$ cat src/rtl/im_fu_iter.sv
// Iterative RV32M/RV64M multiplier for EXE: MUL/MULH/MULHSU/MULHU,
// BPC multiplier bits per cycle, flush abort and last-product reuse.
module im_fu_iter #(
  parameter int XLEN     = 32,
  parameter int BPC      = 4,
  parameter bit EN_REUSE = 1'b1
) (
  input  logic            clk_in,
  input  logic            reset_n_in,
  input  logic            flush_in,
  input  logic            valid_in,
  output logic            ready_out,
  input  logic [1:0]      op_in,
  input  logic [XLEN-1:0] rs1_in,
  input  logic [XLEN-1:0] rs2_in,
  output logic            valid_out,
  input  logic            ready_in,
  output logic [XLEN-1:0] rd_out,
  output logic            busy_out
);

  localparam int N  = XLEN / BPC;
  localparam int CW = (N > 1) ? $clog2(N) : 1;
  localparam int PW = 2 * XLEN;
  localparam int AW = PW + BPC;

  localparam logic [1:0] OP_MUL    = 2'd0;
  localparam logic [1:0] OP_MULH   = 2'd1;
  localparam logic [1:0] OP_MULHSU = 2'd2;

  if (XLEN % BPC != 0) begin : g_bad_cfg
    $error("im_fu_iter: XLEN must be a multiple of BPC");
  end

  typedef enum logic [1:0] {
    S_IDLE,
    S_CALC,
    S_FIX,
    S_DONE
  } state_t;

  state_t          state_q;
  logic [1:0]      op_q;
  logic [XLEN-1:0] rs1_q;
  logic [XLEN-1:0] rs2_q;
  logic [XLEN-1:0] a2_q;
  logic [PW-1:0]   m_q;
  logic            neg_q;
  logic [CW-1:0]   cnt_q;
  logic [AW-1:0]   acc_q;
  logic [XLEN-1:0] rd_q;
  logic            vld_q;

  logic            re_v_q;
  logic [XLEN-1:0] re_rs1_q;
  logic [XLEN-1:0] re_rs2_q;
  logic [1:0]      re_op_q;
  logic [PW-1:0]   re_p_q;

  logic [XLEN-1:0] a1_d;
  logic [XLEN-1:0] a2_d;
  logic            neg_d;
  logic            accept;
  logic            zero;
  logic            hit;
  logic [XLEN-1:0] re_sel;
  logic [AW-1:0]   pp;
  logic [PW-1:0]   p_fix;
  logic [XLEN-1:0] rd_fix;
  logic            unused_acc;

  logic s1;
  logic s2;
  logic [XLEN-1:0] mag1;
  logic [XLEN-1:0] mag2;

  assign s1   = rs1_in[XLEN-1];
  assign s2   = rs2_in[XLEN-1];
  assign mag1 = s1 ? -rs1_in : rs1_in;
  assign mag2 = s2 ? -rs2_in : rs2_in;

  // Magnitudes and result sign for the requested signedness
  always_comb begin
    a1_d  = rs1_in;
    a2_d  = rs2_in;
    neg_d = 1'b0;
    unique case (1'b1)
      (op_in == OP_MULH): begin
        a1_d  = mag1;
        a2_d  = mag2;
        neg_d = s1 ^ s2;
      end
      (op_in == OP_MULHSU): begin
        a1_d  = mag1;
        neg_d = s1;
      end
      default: ;
    endcase
  end

  assign ready_out = ~flush_in &
    ((state_q == S_IDLE) |
     ((state_q == S_DONE) & ready_in));
  assign accept = valid_in & ready_out;
  assign zero   = ~|rs1_in | ~|rs2_in;

  // Low half of a stored product is valid for any signedness
  assign hit = EN_REUSE & re_v_q &
    (rs1_in == re_rs1_q) & (rs2_in == re_rs2_q) &
    ((op_in == OP_MUL) | (op_in == re_op_q));
  assign re_sel = (op_in == OP_MUL) ?
    re_p_q[XLEN-1:0] : re_p_q[PW-1:XLEN];

  assign pp = {{BPC{1'b0}}, m_q} *
              {{PW{1'b0}}, a2_q[BPC-1:0]};

  assign p_fix  = neg_q ? -acc_q[PW-1:0] : acc_q[PW-1:0];
  assign rd_fix = (op_q == OP_MUL) ?
    p_fix[XLEN-1:0] : p_fix[PW-1:XLEN];

  assign unused_acc = ^acc_q[AW-1:PW];

  assign rd_out    = rd_q;
  assign valid_out = vld_q;
  assign busy_out  = (state_q != S_IDLE);

  // Control FSM, shift-add datapath and reuse entry
  always_ff @(posedge clk_in or negedge reset_n_in) begin
    if (!reset_n_in) begin
      state_q  <= S_IDLE;
      op_q     <= '0;
      rs1_q    <= '0;
      rs2_q    <= '0;
      a2_q     <= '0;
      m_q      <= '0;
      neg_q    <= 1'b0;
      cnt_q    <= '0;
      acc_q    <= '0;
      rd_q     <= '0;
      vld_q    <= 1'b0;
      re_v_q   <= 1'b0;
      re_rs1_q <= '0;
      re_rs2_q <= '0;
      re_op_q  <= '0;
      re_p_q   <= '0;
    end else if (flush_in) begin
      state_q <= S_IDLE;
      vld_q   <= 1'b0;
      if ((state_q == S_CALC) | (state_q == S_FIX))
        re_v_q <= 1'b0;
    end else begin
      case (state_q)
        S_IDLE: ;
        S_CALC: begin
          acc_q <= acc_q + pp;
          m_q   <= m_q << BPC;
          a2_q  <= a2_q >> BPC;
          cnt_q <= cnt_q + CW'(1);
          if (cnt_q == CW'(N - 1))
            state_q <= S_FIX;
        end
        S_FIX: begin
          rd_q    <= rd_fix;
          vld_q   <= 1'b1;
          state_q <= S_DONE;
          if (EN_REUSE) begin
            re_v_q   <= 1'b1;
            re_rs1_q <= rs1_q;
            re_rs2_q <= rs2_q;
            re_op_q  <= op_q;
            re_p_q   <= p_fix;
          end
        end
        S_DONE: begin
          if (ready_in) begin
            state_q <= S_IDLE;
            vld_q   <= 1'b0;
          end
        end
      endcase
      if (accept) begin
        op_q  <= op_in;
        rs1_q <= rs1_in;
        rs2_q <= rs2_in;
        a2_q  <= a2_d;
        m_q   <= {{XLEN{1'b0}}, a1_d};
        neg_q <= neg_d;
        cnt_q <= '0;
        acc_q <= '0;
        if (zero | hit) begin
          state_q <= S_DONE;
          vld_q   <= 1'b1;
          rd_q    <= zero ? '0 : re_sel;
        end else begin
          state_q <= S_CALC;
          vld_q   <= 1'b0;
        end
      end
    end
  end

endmodule

$ cat config.mk
export PLATFORM = sky130hd
export DESIGN_NAME = im_fu_iter
export DESIGN_NICKNAME = d
export VERILOG_FILES = /design/src/rtl/im_fu_iter.sv
export SDC_FILE = /design/constraint.sdc
export NUM_CORES = 2
export LEC_CHECK = 0
export CAP_MARGIN = 10
export CORE_ASPECT_RATIO = 0.6
export CORE_MARGIN = 8
export CORE_UTILIZATION = 60
export DETAILED_ROUTE_END_ITERATION = 8
export GPL_TIMING_DRIVEN = 0
export PLACE_DENSITY_LB_ADDON = 0.1
export SLEW_MARGIN = 0
export SYNTH_ARGS = -nofsm -noshare
export SYNTH_HDL_FRONTEND = slang
export SYNTH_SLANG_ARGS = --single-unit
$ cat constraint.sdc
create_clock -name clk_in -period 6.2 [get_ports clk_in]
set_input_delay 1.55 -clock clk_in [delete_from_list [all_inputs] [get_ports clk_in]]
set_output_delay 1.55 -clock clk_in [all_outputs]
set_load 0.005 [all_outputs]
Yosys cells after proc, flatten, opt, wreduce, memory -nomap -nowiden --
Index checks and enable logic that the tools add are counted.
Cells by class: add/sub/neg operators 5, bitwise gates (word level) 13, muxes and demuxes 34, eq/ne operators 12, reduce and logical (&&, ||, !) cells 19, multiply operators 1
Operator list (number):
- $mux 32 | 12
- $mux 64 | 3
- $mux 68 | 2
- $add 68x68->68 | 1
- $mul 64x4->68 | 1
- $eq 32x32->1 | 2
- $neg 32->32 | 2
- $neg 64->64 | 1
- $reduce_or 32->1 | 2
- $mux 2 | 5
- $reduce_and 2->1 | 5
- $mux 1 | 7
- $and 1x1->1 | 6
- $eq 2x2->1 const B | 3
- $logic_not 2->1 | 3
- $mux 3 | 2
- $pmux 2 s3 | 1
- $reduce_bool 2->1 | 3
- $or 1x1->1 | 5
- $reduce_bool 5->1 | 1
- $eq 2x1->1 const B | 2
- $ne 4x3->1 const B | 1
- $ne 4x4->1 const B | 1
- $pmux 1 s2 | 2
- 10 further kinds | 11
Storage, ports and cells: register bits after elaboration 400, output and inout bits 35

Depth between registers and ports, before layout --
depth after elaboration 8, gate-level depth with buffers 20, gate-level depth less buffers 18

Least setup slack after synthesis --
Ideal clock, no wire load.
kind flip-flop to flip-flop, from reg a2_q[2], to reg acc_q[57], slack 961 ps, data required time 6067 ps, path buffers 2, clock period less this slack 5239 ps, arrival time 5106 ps, stages on the path, launching flop included 20, cells stage by stage dfrtp_1 -> clkbuf_1 -> clkbuf_1 -> and2_1 -> fa_1 -> fa_1 -> inv_1 -> fa_1 -> inv_1 -> ha_1 -> a21o_1 -> a21oi_1 -> nand2_1 -> a311oi_1 -> a211oi_1 -> o211a_1 -> o41ai_1 -> o21bai_1 -> xnor2_1 -> o21ai_0
Between the ends: word-level cells in the longest chain between the ends 4
RTL lines:
- from (decl) | line 46 | logic [XLEN-1:0] a2_q;
- from (signal assigned) | line 157 | a2_q <= a2_q >> BPC;
- $mul 64x4->68 | line 114 | assign pp = {{BPC{1'b0}}, m_q} *
- $add 68x68->68 | line 155 | acc_q <= acc_q + pp;
- $mux 68 | line 152 | case (state_q)
- $mux 68 | line 181 | if (accept) begin
- to (signal assigned) | line 155
- to (decl) | line 50 | logic [AW-1:0] acc_q;
No other way between the ends. The select of a mux whose other input is x is not followed. A chain may end at the register's enable or synchronous reset.

Worst setup path after layout --
from reg a2_q[3], to reg acc_q[57]
The elaborated chain is that of the path after synthesis.

==> results.py <==
metrics = {
    "run_status": {
        "status": "finished clean",
    },
    "critical_path": {
        "worstPathArrival_ps": 6520,
        "required_ps": 6630,
        "r2r_cells": 18,
        "startpoint": "a2_q[3]",
        "crit_fanout": 10,
        "cp-endpoint": "acc_q[57]",
        "regToRegSetupSlack_ps": 110,
        "critPathLaunchType": "flip-flop",
        "critPathKind": "reg2reg",
        "reg2reg_to": "acc_q[57]",
        "r2r_start": "a2_q[3]",
        "end_kind": "flip-flop",
    },
    "global_routing": {
        "grt_pass1_wl_mm": 161.1,
        "grt_util_all_layers_pct": 36.17,
        "grt_max_degree": 115,
        "grt_overflow": 0,
        "grt_pass1_vias": 26590,
        "grt_antenna_before_repair": 6,
    },
    "yosys": {
        "synth_cells": 3606,
        "synth.avg_cell_area_sq_um": 8.284,
        "yosysTopAreaCell": "dfrtp_1",
        "synth-edff-count": 0,
        "synth_nets": 3939,
        "async_reset_ff_share_pct": 100.0,
        "synthesis.area_sq_um": 29870,
        "synth_flop_cell": "dfrtp_1",
        "ys_types": 73,
        "yosys_warnings": 0,
        "yosys-top-cells-area": "dfrtp_1 33%, fa_1 12%, nand2_1 10%",
        "synth_top_cell_area_share_pct": 33.17,
        "ys_seq_area_share_pct": 33.17,
        "synth_seq_cells": 396,
    },
    "clock_tree": {
        "cts_buffers": 41,
        "post_cts_buffers": 0,
        "h-tree-depth": 2,
        "clock_latency_ps": 580,
        "cts.clk_slew.worst_paths_ps": 70,
        "clockBufferDepth": 3,
        "cts_root_buf": "clkbuf_16",
        "cts_tree": "built",
        "ctsHoldBuffers": 0,
        "clock-sinks": 396,
    },
    "drt": {
        "num_vias": 27480,
        "top_layer": "met5",
        "wl_per_cell_um": 23.99,
        "first_pass_iters": 8,
        "viasPerCell": 6.196,
        "ant_nets": 0,
        "drtIter0Drc": 3435,
        "met1_length_mm": 45.06,
        "routed-wl-met2_mm": 41.61,
        "wl_mm": 106.4,
        "wl_met3_mm": 17.57,
        "drc": 0,
    },
    "place": {
        "io_buffers": 97,
        "dp.cells": 4358,
        "placed_area_sq_um": 31780,
        "gp_congestion": 1.045,
        "hpwl_mm": 84.37,
        "pre_cts_slack_ps": -1526,
    },
    "final_layout": {
        "final_cells": 4435,
        "area_growth_pct": 11.48,
        "final_cell_mix": "831 x nand2_1, 393 x dfrtp_1, 367 x inv_1",
        "fill_cells": 4111,
        "seq_area_sq_um": 9918,
        "drive_above_1_share_pct": 4.285,
        "multi_input_area_sq_um": 17930,
        "fin_nets": 4082,
        "mostFrequentLayoutCell": "nand2_1",
        "final_area_sq_um": 33300,
    },
    "timing": {
        "rsz0062_at_grt": "no",
        "fmax_mhz": 164.1,
        "setup-tns-final_ps": 0,
        "clock_skew_ps": 22.60,
        "setup_viol": 0,
        "fin_crit_ps": 6094,
        "slew_viol_final": 0,
        "tightest_slew_ps": 1468,
        "worst_slack_ps": 105.9,
        "fin_crit_sh_pct": 98.29,
        "max_slew_margin_pct": 2.159,
        "hold_violations": 0,
    },
    "floorplan": {
        "die_h_um": 188.8,
        "num_rows": 63,
        "start_util_pct": 60.64,
        "fp.dieW_um": 304.1,
        "die_area_sq_um": 57420,
        "io_pins": 106,
        "coreArea_sq_um": 49270,
    },
    "run": {
        "maxCapViolations": 0,
    },
    "worst_hold_path": {
        "min_path_type": "reg2reg",
    },
}
[final cells by class]
class	instances	area share [%]
Antenna cell	4	0.03006
Buffer	197	2.303
Clock buffer	57	3.532
Clock inverter	18	0.6312
Inverter	368	4.148
Multi-Input combinational cell	2643	53.85
Sequential cell	396	29.78
Tap cell	650	2.442
Timing Repair Buffer	102	3.276
[flip-flops by register name (all words and copies together), names as in the netlist]
register,count
a2_q,32
acc_q,64
cnt_q,3
m_q,64
neg_q,1
op_q,2
rd_out,32
re_op_q,2
re_p_q,64
re_rs1_q,32
re_rs2_q,32
re_v_q,1
rs1_q,32
rs2_q,32
state_q,2
valid_out,1
[what timing repair did]
action                     4_1_cts  5_1_grt
setup endpoints to repair       33       19
gates resized for setup         20       25
pin swaps                        0        1
[synth_stat cells (24+ instances only)]
| master | count |
|---|---|
| clkbuf_1 | 182 |
| dfrtp_1 | 396 |
| mux2_2 | 33 |
| xor2_1 | 54 |
| a21o_1 | 40 |
| nand4_1 | 33 |
| a21oi_1 | 190 |
| xnor2_1 | 155 |
| nand2_1 | 831 |
| fa_1 | 182 |
| a211oi_1 | 34 |
| and2_1 | 238 |
| a31oi_1 | 68 |
| o21ai_0 | 173 |
| nand3_1 | 29 |
| ha_1 | 80 |
| o31ai_1 | 29 |
| nor2_1 | 166 |
| nor3_1 | 24 |
| a221o_1 | 27 |
| inv_1 | 367 |
[kinds of logic (layout without fill, tap and decap cells)]
group,Yosys count,after routing,synth area share (%)
and+or+nand+nor,1462,1462,22.32
AOI/OAI and AO/OA,668,668,14.15
buffers and inverters,567,742,7.141
DFF,396,396,33.17
adders and majority gates,262,262,15.55
xor gates and xnor gates,209,209,6.127
muxes,42,42,1.546
other,0,4,0
[worst max-delay path: stages, from the launching register on]
cell and delay, ps:
dfrtp_2 530, clkbuf_2 270, and2_1 230, fa_1 520, fa_1 550, inv_1 70
fa_1 520, inv_1 40, ha_1 370, a21oi_1 260, o22ai_1 140, a21o_1 220
a311oi_4 430, a211oi_4 170, o211a_1 390, o41ai_4 530, o21bai_1 170, xnor2_1 360
o21ai_0 140
[routing by layer]
metal | vias to the layer above | global-route usage [%]
met1 | 13580 | 53.05
met3 | 161 | 16.89
met5 | - | 1.720
met2 | 1708 | 48.09
li1 | 12030 | -
met4 | 4 | 7.097
[how the worst min path moves through the flow]
stage                     startpoint           end  slack, ps  cells past startpoint
final                       rs1_q[9]   re_rs1_q[9]        460                      2
after global routing       rs2_q[26]  re_rs2_q[26]        490                      2
after CTS                   rs1_q[9]   re_rs1_q[9]        460                      2
after detailed placement    rs1_q[9]   re_rs1_q[9]        450                      2
after global placement     rs1_q[24]  re_rs1_q[24]        450                      2
after floorplan             rs1_q[0]   re_rs1_q[0]        440                      2
[metrics by stage]
step / hold WS, ps / utilization (%)
3_3_place_gp: 445.3 / 64.26
2_1_floorplan: 438.6 / -
4_1_cts: 463.3 / 67.46
5_1_grt: 486.4 / 67.59
6_report: 459.4 / 67.60
3_5_place_dp: 453.9 / 64.50
Power is left out: the tool's default activity adds up to more than one toggle a clock period on the data nets, which glitch-free logic cannot reach.
